### config.mk
export PLATFORM = sky130hd
export DESIGN_NAME = cpu_control_fsm_flat
export DESIGN_NICKNAME = d
export VERILOG_FILES = /design/src/rtl/cpu_control_fsm_if.sv /design/src/rtl/cpu_control_fsm.sv /design/src/flat_wrapper.sv
export SDC_FILE = /design/constraint.sdc
export NUM_CORES = 1
export LEC_CHECK = 0
export CORE_UTILIZATION = 50
export CTS_CLUSTER_SIZE = 10
export DETAILED_ROUTE_END_ITERATION = 6
export PLACE_DENSITY = 0.8
export SYNTH_ARGS = -nofsm -noshare
export SYNTH_HDL_FRONTEND = slang
export SYNTH_SLANG_ARGS = --single-unit
### constraint.sdc
create_clock -name clk -period 2.48 [get_ports clk]
set_input_delay 0.496 -clock clk [delete_from_list [all_inputs] [get_ports clk]]
set_output_delay 0.496 -clock clk [all_outputs]
set_load 0.05 [all_outputs]
### src/rtl/cpu_control_fsm_if.sv
// Fetch handshake and data-memory bus between the multi-cycle control unit and the core.
interface cpu_control_fsm_if;
   // instr moves on a rising edge with instr_valid && instr_ready; mem_req, mem_we and
   // mem_size stay stable from the first MEM cycle until the edge where mem_ack is high.
   logic [31:0] instr;
   logic        instr_valid;
   logic        instr_ready;
   logic        mem_req;
   logic        mem_we;
   logic [2:0]  mem_size;
   logic        mem_ack;

   modport master (
      input  instr, instr_valid, mem_ack,
      output instr_ready, mem_req, mem_we, mem_size
   );

   modport slave (
      output instr, instr_valid, mem_ack,
      input  instr_ready, mem_req, mem_we, mem_size
   );
endinterface

### src/rtl/cpu_control_fsm.sv
// Multi-cycle control unit: FETCH/DECODE/EXEC/MEM/WB sequencing for OP-IMM, OP, LUI, LOAD, STORE.
module cpu_control_fsm #(
   parameter int XLEN        = 32,
   parameter int MEM_TIMEOUT = 255,
   parameter int CNT_W       = 32
) (
   input  logic                 clk,
   input  logic                 rst_n,
   cpu_control_fsm_if.master    bus,
   output logic [XLEN-1:0]      imm,
   output logic [4:0]           rs1,
   output logic [4:0]           rs2,
   output logic [4:0]           rd,
   output logic [2:0]           alu_op,
   output logic                 alu_alt,
   output logic                 alu_src_imm,
   output logic                 alu_a_zero,
   output logic                 alu_en,
   output logic                 rf_we,
   output logic                 retire,
   output logic                 trap,
   output logic [1:0]           trap_cause,
   output logic [CNT_W-1:0]     instret,
   output logic [2:0]           dbg_state
);

   typedef enum logic [2:0] {
      S_FETCH  = 3'd0,
      S_DECODE = 3'd1,
      S_EXEC   = 3'd2,
      S_MEM    = 3'd3,
      S_WB     = 3'd4,
      S_TRAP   = 3'd5
   } state_t;

   localparam logic [6:0] OPC_OP_IMM = 7'b0010011;
   localparam logic [6:0] OPC_OP     = 7'b0110011;
   localparam logic [6:0] OPC_LUI    = 7'b0110111;
   localparam logic [6:0] OPC_LOAD   = 7'b0000011;
   localparam logic [6:0] OPC_STORE  = 7'b0100011;
   localparam logic [6:0] F7_ZERO    = 7'b0000000;
   localparam logic [6:0] F7_ALT     = 7'b0100000;

   localparam int CW = (MEM_TIMEOUT > 1) ? $clog2(MEM_TIMEOUT) : 1;
   localparam logic [CW-1:0] MEM_LAST = CW'(MEM_TIMEOUT - 1);

   state_t          state, state_nx;
   logic [31:0]     instr_q;
   logic [CW-1:0]   mem_cnt;
   logic            is_load, is_store;
   logic            retire_nx;

   logic [6:0]      opcode, funct7;
   logic [2:0]      funct3;

   logic            dec_illegal, dec_load, dec_store;
   logic            dec_alt, dec_src_imm, dec_a_zero;
   logic [2:0]      dec_alu_op;
   logic [XLEN-1:0] dec_imm;

   assign opcode = instr_q[6:0];
   assign funct3 = instr_q[14:12];
   assign funct7 = instr_q[31:25];

   // Decode works only from the latched instruction, so no instr-to-output path exists.
   always_comb begin
      dec_illegal = 1'b0;
      dec_load    = 1'b0;
      dec_store   = 1'b0;
      dec_alt     = 1'b0;
      dec_src_imm = 1'b1;
      dec_a_zero  = 1'b0;
      dec_alu_op  = 3'b000;
      dec_imm     = '0;
      case (opcode)
         OPC_OP_IMM: begin
            dec_imm    = {{(XLEN-12){instr_q[31]}}, instr_q[31:20]};
            dec_alu_op = funct3;
            dec_alt    = (funct3 == 3'b101) && instr_q[30];
            if (funct3 == 3'b001 && funct7 != F7_ZERO)
               dec_illegal = 1'b1;
            if (funct3 == 3'b101 && funct7 != F7_ZERO && funct7 != F7_ALT)
               dec_illegal = 1'b1;
         end
         OPC_OP: begin
            dec_src_imm = 1'b0;
            dec_alu_op  = funct3;
            dec_alt     = instr_q[30];
            if (funct7 != F7_ZERO && funct7 != F7_ALT)
               dec_illegal = 1'b1;
            if (funct7 == F7_ALT && funct3 != 3'b000 && funct3 != 3'b101)
               dec_illegal = 1'b1;
         end
         OPC_LUI: begin
            dec_imm    = {{(XLEN-31){instr_q[31]}}, instr_q[30:12], 12'b0};
            dec_a_zero = 1'b1;
         end
         OPC_LOAD: begin
            dec_imm  = {{(XLEN-12){instr_q[31]}}, instr_q[31:20]};
            dec_load = 1'b1;
            if (funct3 == 3'b011 || funct3 == 3'b110 || funct3 == 3'b111)
               dec_illegal = 1'b1;
         end
         OPC_STORE: begin
            dec_imm   = {{(XLEN-12){instr_q[31]}}, instr_q[31:25], instr_q[11:7]};
            dec_store = 1'b1;
            if (funct3 > 3'b010)
               dec_illegal = 1'b1;
         end
         default: dec_illegal = 1'b1;
      endcase
   end

   always_comb begin
      state_nx        = state;
      bus.instr_ready = 1'b0;
      bus.mem_req     = 1'b0;
      bus.mem_we      = 1'b0;
      alu_en          = 1'b0;
      rf_we           = 1'b0;
      trap            = 1'b0;
      dbg_state       = state;
      unique case (state)
         S_FETCH: begin
            bus.instr_ready = 1'b1;
            if (bus.instr_valid)
               state_nx = S_DECODE;
         end
         S_DECODE: state_nx = dec_illegal ? S_TRAP : S_EXEC;
         S_EXEC: begin
            alu_en   = 1'b1;
            state_nx = (is_load || is_store) ? S_MEM : S_WB;
         end
         S_MEM: begin
            bus.mem_req = 1'b1;
            bus.mem_we  = is_store;
            // A late ack on the final allowed cycle still completes the access.
            if (bus.mem_ack)
               state_nx = is_load ? S_WB : S_FETCH;
            else if (mem_cnt == MEM_LAST)
               state_nx = S_TRAP;
         end
         S_WB: begin
            rf_we    = (rd != 5'd0);
            state_nx = S_FETCH;
         end
         S_TRAP: trap = 1'b1;
         default: state_nx = S_FETCH;
      endcase
   end

   // Loads and ALU ops retire in WB; stores retire in the cycle they return to FETCH.
   assign retire_nx = (state_nx == S_WB) || (state == S_MEM && bus.mem_ack && is_store);

   always_ff @(posedge clk or negedge rst_n) begin
      if (!rst_n) begin
         state        <= S_FETCH;
         instr_q      <= '0;
         mem_cnt      <= '0;
         is_load      <= 1'b0;
         is_store     <= 1'b0;
         imm          <= '0;
         rs1          <= '0;
         rs2          <= '0;
         rd           <= '0;
         alu_op       <= '0;
         alu_alt      <= 1'b0;
         alu_src_imm  <= 1'b0;
         alu_a_zero   <= 1'b0;
         bus.mem_size <= '0;
         retire       <= 1'b0;
         trap_cause   <= '0;
         instret      <= '0;
      end else begin
         state  <= state_nx;
         retire <= retire_nx;
         if (retire_nx)
            instret <= instret + CNT_W'(1);
         if (state == S_FETCH && bus.instr_valid)
            instr_q <= bus.instr;
         if (state == S_DECODE) begin
            imm          <= dec_imm;
            rs1          <= instr_q[19:15];
            rs2          <= instr_q[24:20];
            rd           <= instr_q[11:7];
            alu_op       <= dec_alu_op;
            alu_alt      <= dec_alt;
            alu_src_imm  <= dec_src_imm;
            alu_a_zero   <= dec_a_zero;
            is_load      <= dec_load;
            is_store     <= dec_store;
            bus.mem_size <= (dec_load || dec_store) ? funct3 : 3'b000;
            if (dec_illegal)
               trap_cause <= 2'd1;
         end
         if (state == S_EXEC)
            mem_cnt <= '0;
         else if (state == S_MEM && !bus.mem_ack) begin
            mem_cnt <= mem_cnt + CW'(1);
            if (mem_cnt == MEM_LAST)
               trap_cause <= 2'd2;
         end
      end
   end

endmodule

### src/flat_wrapper.sv
// flat-port wrapper written by rule: the top's interface ports become plain ports
module cpu_control_fsm_flat 
#(
   parameter int XLEN        = 32,
   parameter int MEM_TIMEOUT = 255,
   parameter int CNT_W       = 32
)
  (clk, rst_n, imm, rs1, rs2, rd, alu_op, alu_alt, alu_src_imm, alu_a_zero, alu_en, rf_we, retire, trap, trap_cause, instret, dbg_state, bus_instr, bus_instr_valid, bus_mem_ack, bus_instr_ready, bus_mem_req, bus_mem_we, bus_mem_size);
  cpu_control_fsm_if bus_i ();
  input  logic clk;
  input  logic rst_n;
  output logic [XLEN-1:0] imm;
  output logic [4:0] rs1;
  output logic [4:0] rs2;
  output logic [4:0] rd;
  output logic [2:0] alu_op;
  output logic alu_alt;
  output logic alu_src_imm;
  output logic alu_a_zero;
  output logic alu_en;
  output logic rf_we;
  output logic retire;
  output logic trap;
  output logic [1:0] trap_cause;
  output logic [CNT_W-1:0] instret;
  output logic [2:0] dbg_state;
  input wire logic [$bits(bus_i.instr)-1:0] bus_instr;
  input wire logic [$bits(bus_i.instr_valid)-1:0] bus_instr_valid;
  input wire logic [$bits(bus_i.mem_ack)-1:0] bus_mem_ack;
  output wire logic [$bits(bus_i.instr_ready)-1:0] bus_instr_ready;
  output wire logic [$bits(bus_i.mem_req)-1:0] bus_mem_req;
  output wire logic [$bits(bus_i.mem_we)-1:0] bus_mem_we;
  output wire logic [$bits(bus_i.mem_size)-1:0] bus_mem_size;
  assign bus_i.instr = bus_instr;
  assign bus_i.instr_valid = bus_instr_valid;
  assign bus_i.mem_ack = bus_mem_ack;
  assign bus_instr_ready = bus_i.instr_ready;
  assign bus_mem_req = bus_i.mem_req;
  assign bus_mem_we = bus_i.mem_we;
  assign bus_mem_size = bus_i.mem_size;
  cpu_control_fsm #(.XLEN(XLEN), .MEM_TIMEOUT(MEM_TIMEOUT), .CNT_W(CNT_W)) u_core (.clk(clk), .rst_n(rst_n), .bus(bus_i), .imm(imm), .rs1(rs1), .rs2(rs2), .rd(rd), .alu_op(alu_op), .alu_alt(alu_alt), .alu_src_imm(alu_src_imm), .alu_a_zero(alu_a_zero), .alu_en(alu_en), .rf_we(rf_we), .retire(retire), .trap(trap), .trap_cause(trap_cause), .instret(instret), .dbg_state(dbg_state));
endmodule
==> flow_summary_export.csv, run 1 <==
group,metric,value,unit
status,status,"finished with violations",
status,failed_checks,"hold timing",
floorplanning,core_area,11000,sq um
place,dpl.hpwl,9.74,mm
yosys,mappedNetlistArea,5750,sq um
grt,grt.total_usage,0.253,
drt,antenna_left,0,
clocking,tritoncts,"done",
final_layout,fin_area,7980,sq um
timing,fin_crit,2.37,ns
yosys,syn-num-nets,543,
clocking,cts-root-buf,"clkbuf_16",
timing,hold_viol,1,
grt,grt_pass1_wl,22.4,mm
setup_path,cpPeakStageDelay,0.88,ns
clocking,clk_path_buf_depth,2,
timing,worst_pin_slew,0.558,ns
yosys,yosys.area.top_type_share,0.591,
floorplanning,die_h,109,um
setup_path,cp.arrival,1.87,ns
yosys,ys_ff_latch,136,
place,dp.cells,769,
clocking,postCtsHoldBufs,0,
pwr,cellLeakagePower,3.57,nW
final_layout,nets,687,
yosys,synth-edff-count,0,
setup_path,rr_worst_depth,5,
yosys,netlist_instances,504,
setup_path,r2r_slack,0.28,ns
timing,finalCritPeriodShare,0.955,
setup_path,cp-end-kind,"output pin",
timing,whs,-0.00241,ns
clocking,post_cts_buffers,0,
drt,routed_wl,14.0,mm
grt,grt_pass1_vias,4499,
clocking,clock-sinks,136,
drt,first_iter_violations,422,
final_layout,final_cell_mix,"dfrtp_1 (136), clkdlybuf4s50_1 (127), nand2_1 (92)",
drt,firstDrtPassIters,5,
flow_run,maxCapViolations,0,
drt,drc,0,
setup_path,crit_buf_inv,1,
final_layout,fin_util,0.723,
setup_path,cp_num_cells,1,
timing,slew_viol_final,0,
floorplanning,die_area,11900,sq um
grt,overflow,0,
yosys,syn_area_per_cell,11.4,sq um
worst_hold_path,hp-class,"primary input to asynchronous set/reset pin",
yosys,yosysWarnings,0,
final_layout,synthToLayoutAreaGrowth,38.6,%
timing,clock_skew,0.00633,ns
timing,slew_headroom,0.627,
clocking,clk_latency,0.42,ns
drt,viasPerCell,5.52,
final_layout,mostFrequentLayoutCell,"dfrtp_1",
yosys,ys_seq_area_frac,0.591,
timing,fmax,422,MHz
final_layout,n_antenna_cell,0,
timing,setup_violations,0,
grt,antenna_found_initial,0,
yosys,synth-async-reset-ratio,1.00,
pwr,power_density,1140,nW/um^2
drt,vias,4425,
yosys,synth_ff_type,"dfrtp_1",
final_layout,stdcell_count,801,
grt,grt_max_degree,47,
setup_path,crit_fanout,10,
setup_path,r2r_start,"u_core.instr_q[25]",
place,preCtsSetupSlack,0.137,ns
setup_path,crit_family,"buffers and inverters",
floorplanning,die_x,109,um
clocking,cts_resized,1,
setup_path,worstSetupPathType,"register to output pin",
setup_path,critPathSlowestCell,"clkdlybuf4s50_1",
setup_path,cp-start-kind,"register",
yosys,synth_top_cell_by_area,"dfrtp_1",
floorplanning,initial_core_util,0.522,
floorplanning,pin_count,136,
yosys,synth_area_leaders,"dfrtp_1 (59%), mux2_2 (6.3%), nand2_1 (6.0%), xnor2_1 (3.3%), a221o_1 (2.6%)",
timing,rsz0062_at_grt,"no",
yosys,synth.distinct_cells,50,
final_layout,drive_gt1_frac,0.145,
floorplanning,row_count,38,
setup_path,cp_cell_sequence,"clkdlybuf4s50_1",
place,postPlaceCellArea,7310,sq um
clocking,path_clk_slew,0.06,ns
pwr,ir_drop,1.05,mV
drt,wire_per_inst,17.4,um
setup_path,rr_endpoint,"u_core.dbg_state[0]",
clocking,cts_buffers,17,
clocking,cts_max_level,4,
place,port_buffers,135,
timing,setup_slack,0.111,ns
timing,fin_tns_setup,0,ns
place,place_congestion,0.852,
setup_path,critical_path_required,1.98,ns
## cell families (layout without fill, tap and decap cells)
group	count (synthesis)	in the layout	synth area share
compound gates	71	71	0.0913
xor+xnor	37	37	0.0563
fa+ha+maj	3	3	0.00652
buf+inv	34	191	0.0239
flops	136	136	0.591
mux	32	32	0.0626
simple gates	191	191	0.168
## power breakdown
group          switching [mW]  internal [mW]
Combinational            1.92           1.16
Sequential              0.506           2.74
Clock                   0.899           1.87
Total                    3.32           5.77
## layer usage
| layer | share of wire | wire [um] | track usage |
|---|---|---|---|
| met5 | 0 | 0 | 0 |
| met4 | 0.016 | 221 | 0.108 |
| met3 | 0.080 | 1120 | 0.0849 |
| met2 | 0.49 | 6840 | 0.410 |
| met1 | 0.41 | 5770 | 0.308 |
## Yosys cell counts (2+ instances only)
cell,number
buf_2,8
and4_1,2
a211oi_1,2
and3_1,7
clkbuf_1,13
o21ai_0,21
mux2_2,32
a221o_1,15
xor2_1,15
or3_1,6
dfrtp_1,136
o211ai_1,5
nand4_4,2
inv_1,11
or4_1,3
a211oi_4,2
a21oi_1,11
and2_1,5
ha_1,3
xnor2_1,22
nor3_1,8
nand3_1,15
a22o_1,5
nor2_1,19
nand2b_1,2
nand2_1,92
nor2b_1,8
nand4_1,9
o21a_1,2
buf_1,2
o31ai_1,2
## worst reg2reg max path, cell delays in order (launching register included)
cell and delay (ns):
dfrtp_1 0.40, or4_1 0.57, or4_1 0.52, a31o_1 0.27
o21ai_2 0.21, nand4_1 0.11
## flip-flops by register name, summed over array words and instances (netlist names), 2 cells and up
register,count
u_core.imm,32
u_core.rs1,5
u_core.instret,32
u_core.trap_cause,2
u_core.mem_cnt,8
u_core.bus.mem_size,3
u_core.instr_q,32
u_core.dbg_state,3
u_core.alu_op,3
u_core.rs2,5
u_core.rd,5
## worst max-delay path by stage
stage / slack, ns / from / endpoint
after floorplan: -0.03 / u_core.dbg_state[1] / bus_mem_we
after global placement: 0.19 / bus_mem_ack / u_core.instret[29]
after detailed placement: 0.14 / bus_mem_ack / u_core.instret[24]
after CTS: 0.05 / u_core.dbg_state[0] / dbg_state[0]
after global routing: 0.04 / u_core.dbg_state[1] / dbg_state[1]
final: 0.11 / u_core.dbg_state[1] / dbg_state[1]
## stage by stage
step	hold WS, ns	power [mW]
3_3_place_gp	0.445	6.27
3_5_place_dp	0.456	6.35
2_1_floorplan	0.200	5.26
5_1_grt	0.0225	9.51
4_1_cts	0.00794	9.14
6_report	-0.00241	9.09
## layout make-up
cell class	count	area, sq um
Sequential cell	136	3400
Fill cell	780	3060
Multi-Input combinational cell	334	2230
Timing Repair Buffer	148	1460
Clock buffer	25	526
Tap cell	140	175
Clock inverter	7	135
Inverter	11	41.3
(Power assumes the default switching activity.)
==> inputs of run 2 (changes only) <==
--- a/config.mk
+++ b/config.mk
@@ -5,6 +5,7 @@
 export SDC_FILE = /design/constraint.sdc
 export NUM_CORES = 1
 export LEC_CHECK = 0
+export CORE_ASPECT_RATIO = 0.8
 export CORE_UTILIZATION = 50
 export CTS_CLUSTER_SIZE = 10
 export DETAILED_ROUTE_END_ITERATION = 6
==> flow_summary_export.csv, run 2 (synthesized netlist as in run 1, its figures left out) <==
group,metric,value,unit
setup_path,critical_path_required,1.98,ns
floorplanning,die_area,11900,sq um
floorplanning,pin_count,136,
worst_hold_path,hp-class,"primary input to asynchronous set/reset pin",
drt,firstDrtPassIters,7,
grt,overflow,0,
drt,wire_per_inst,17.5,um
clocking,clk_latency,0.41,ns
final_layout,synthToLayoutAreaGrowth,37.9,%
pwr,ir_drop,0.766,mV
final_layout,largest_registers,"u_core.imm: 32 flops, u_core.instr_q: 32 flops, u_core.instret: 32 flops",
grt,grt_pass1_wl,23.2,mm
clocking,cts_max_level,4,
place,dp.cells,770,
clocking,cts_buffers,17,
setup_path,cp-start-kind,"register",
clocking,postCtsHoldBufs,0,
drt,viasPerCell,5.52,
floorplanning,row_count,34,
setup_path,cp.arrival,1.91,ns
timing,setup_slack,0.0768,ns
place,preCtsSetupSlack,0.107,ns
setup_path,worstSetupPathType,"register to output pin",
final_layout,n_antenna_cell,0,
drt,first_iter_violations,276,
final_layout,stdcell_count,802,
setup_path,crit_buf_inv,1,
grt,antenna_found_initial,0,
floorplanning,core_area,11000,sq um
setup_path,cp_cell_sequence,"clkdlybuf4s50_1",
timing,slew_headroom,0.615,
drt,antenna_left,0,
floorplanning,initial_core_util,0.522,
place,place_congestion,0.854,
setup_path,cp-end-kind,"output pin",
status,status,"finished, final reports clean",
timing,worst_pin_slew,0.576,ns
clocking,cts-root-buf,"clkbuf_16",
place,postPlaceCellArea,7300,sq um
place,port_buffers,135,
clocking,post_cts_buffers,0,
clocking,clk_path_buf_depth,2,
timing,finalCritPeriodShare,0.969,
clocking,path_clk_slew,0.06,ns
final_layout,final_cell_mix,"dfrtp_1 (136), clkdlybuf4s50_1 (128), nand2_1 (92)",
setup_path,crit_family,"buffers and inverters",
final_layout,fill_cells,763,
drt,routed_wl,14.0,mm
final_layout,mostFrequentLayoutCell,"dfrtp_1",
setup_path,cp_num_cells,1,
final_layout,nets,684,
pwr,power_density,1140,nW/um^2
final_layout,fin_area,7930,sq um
timing,clock_skew,0.0102,ns
grt,grt.total_usage,0.257,
final_layout,drive_gt1_frac,0.137,
setup_path,critPathSlowestCell,"clkdlybuf4s50_1",
pwr,cellLeakagePower,3.53,nW
timing,setup_violations,0,
timing,rsz0062_at_grt,"no",
grt,grt_pass1_vias,4520,
clocking,cts_resized,1,
floorplanning,die_x,122,um
timing,fin_crit,2.40,ns
floorplanning,die_h,98.0,um
grt,grt_max_degree,59,
drt,vias,4428,
drt,drc,0,
setup_path,rr_worst_depth,5,
timing,slew_viol_final,0,
clocking,clock-sinks,136,
flow_run,maxCapViolations,0,
place,dpl.hpwl,9.72,mm
setup_path,crit_fanout,12,
timing,fmax,416,MHz
timing,hold_viol,0,
setup_path,cpPeakStageDelay,0.91,ns
clocking,tritoncts,"done",
==> run 2: cell types whose count changed in the layout (fill, tap and decap cells not counted), sizes merged <==
cell	change
clkdlybuf4s50	+1
dlymetal6s2s	-1
clkbuf	-2
buf	-3
bufinv	+1
clkinv	+1
==> run 2: area by class of cell <==
cell class,count,area (sq um),area share
Clock buffer,23,468,0.0590
Timing Repair Buffer,145,1440,0.181
Multi-Input combinational cell,334,2230,0.281
Inverter,11,41.3,0.00521
Clock inverter,9,170,0.0215
Sequential cell,136,3400,0.429
Tap cell,144,180,0.0227
==> run 2: through the flow <==
stage	setup TNS, ns	utilization	hold WS (ns)	total power [mW]
after floorplan	-0.0320	-	0.200	5.26
after global placement	0	0.662	0.461	6.24
after detailed placement	0	0.662	0.461	6.34
after CTS	0	0.720	0.0360	9.08
after global routing	0	0.720	0.0527	9.48
final	0	0.720	0.0253	9.03
==> run 2: path summary, 6_finish.rpt <==
path,start,end,slack [ns]
max,u_core.dbg_state[0],dbg_state[0],0.08
min,rst_n,u_core.instret[4],0.03
max reg2reg,u_core.instr_q[31],u_core.dbg_state[0],0.28
min reg2reg,u_core.instret[31],u_core.instret[31],0.47
max in group asynchronous,rst_n,u_core.instret[21],1.73
min in group clk,u_core.instret[31],u_core.instret[31],0.47
==> run 2: routing by layer <==
metal  global-route usage  vias up  routed length [um]
met3                0.103       10                1290
met2                0.399      188                6650
met5                    0        -                   0
met1                0.331     2198                5990
li1                     -     2032                   -
met4               0.0788        0                 113
==> run 2: power breakdown <==
part / internal, mW / leakage [nW] / switching (mW)
combinational: 1.14 / 1.46 / 1.90
clock: 1.83 / 0.315 / 0.884
sequential: 2.74 / 1.76 / 0.537
total: 5.71 / 3.53 / 3.32
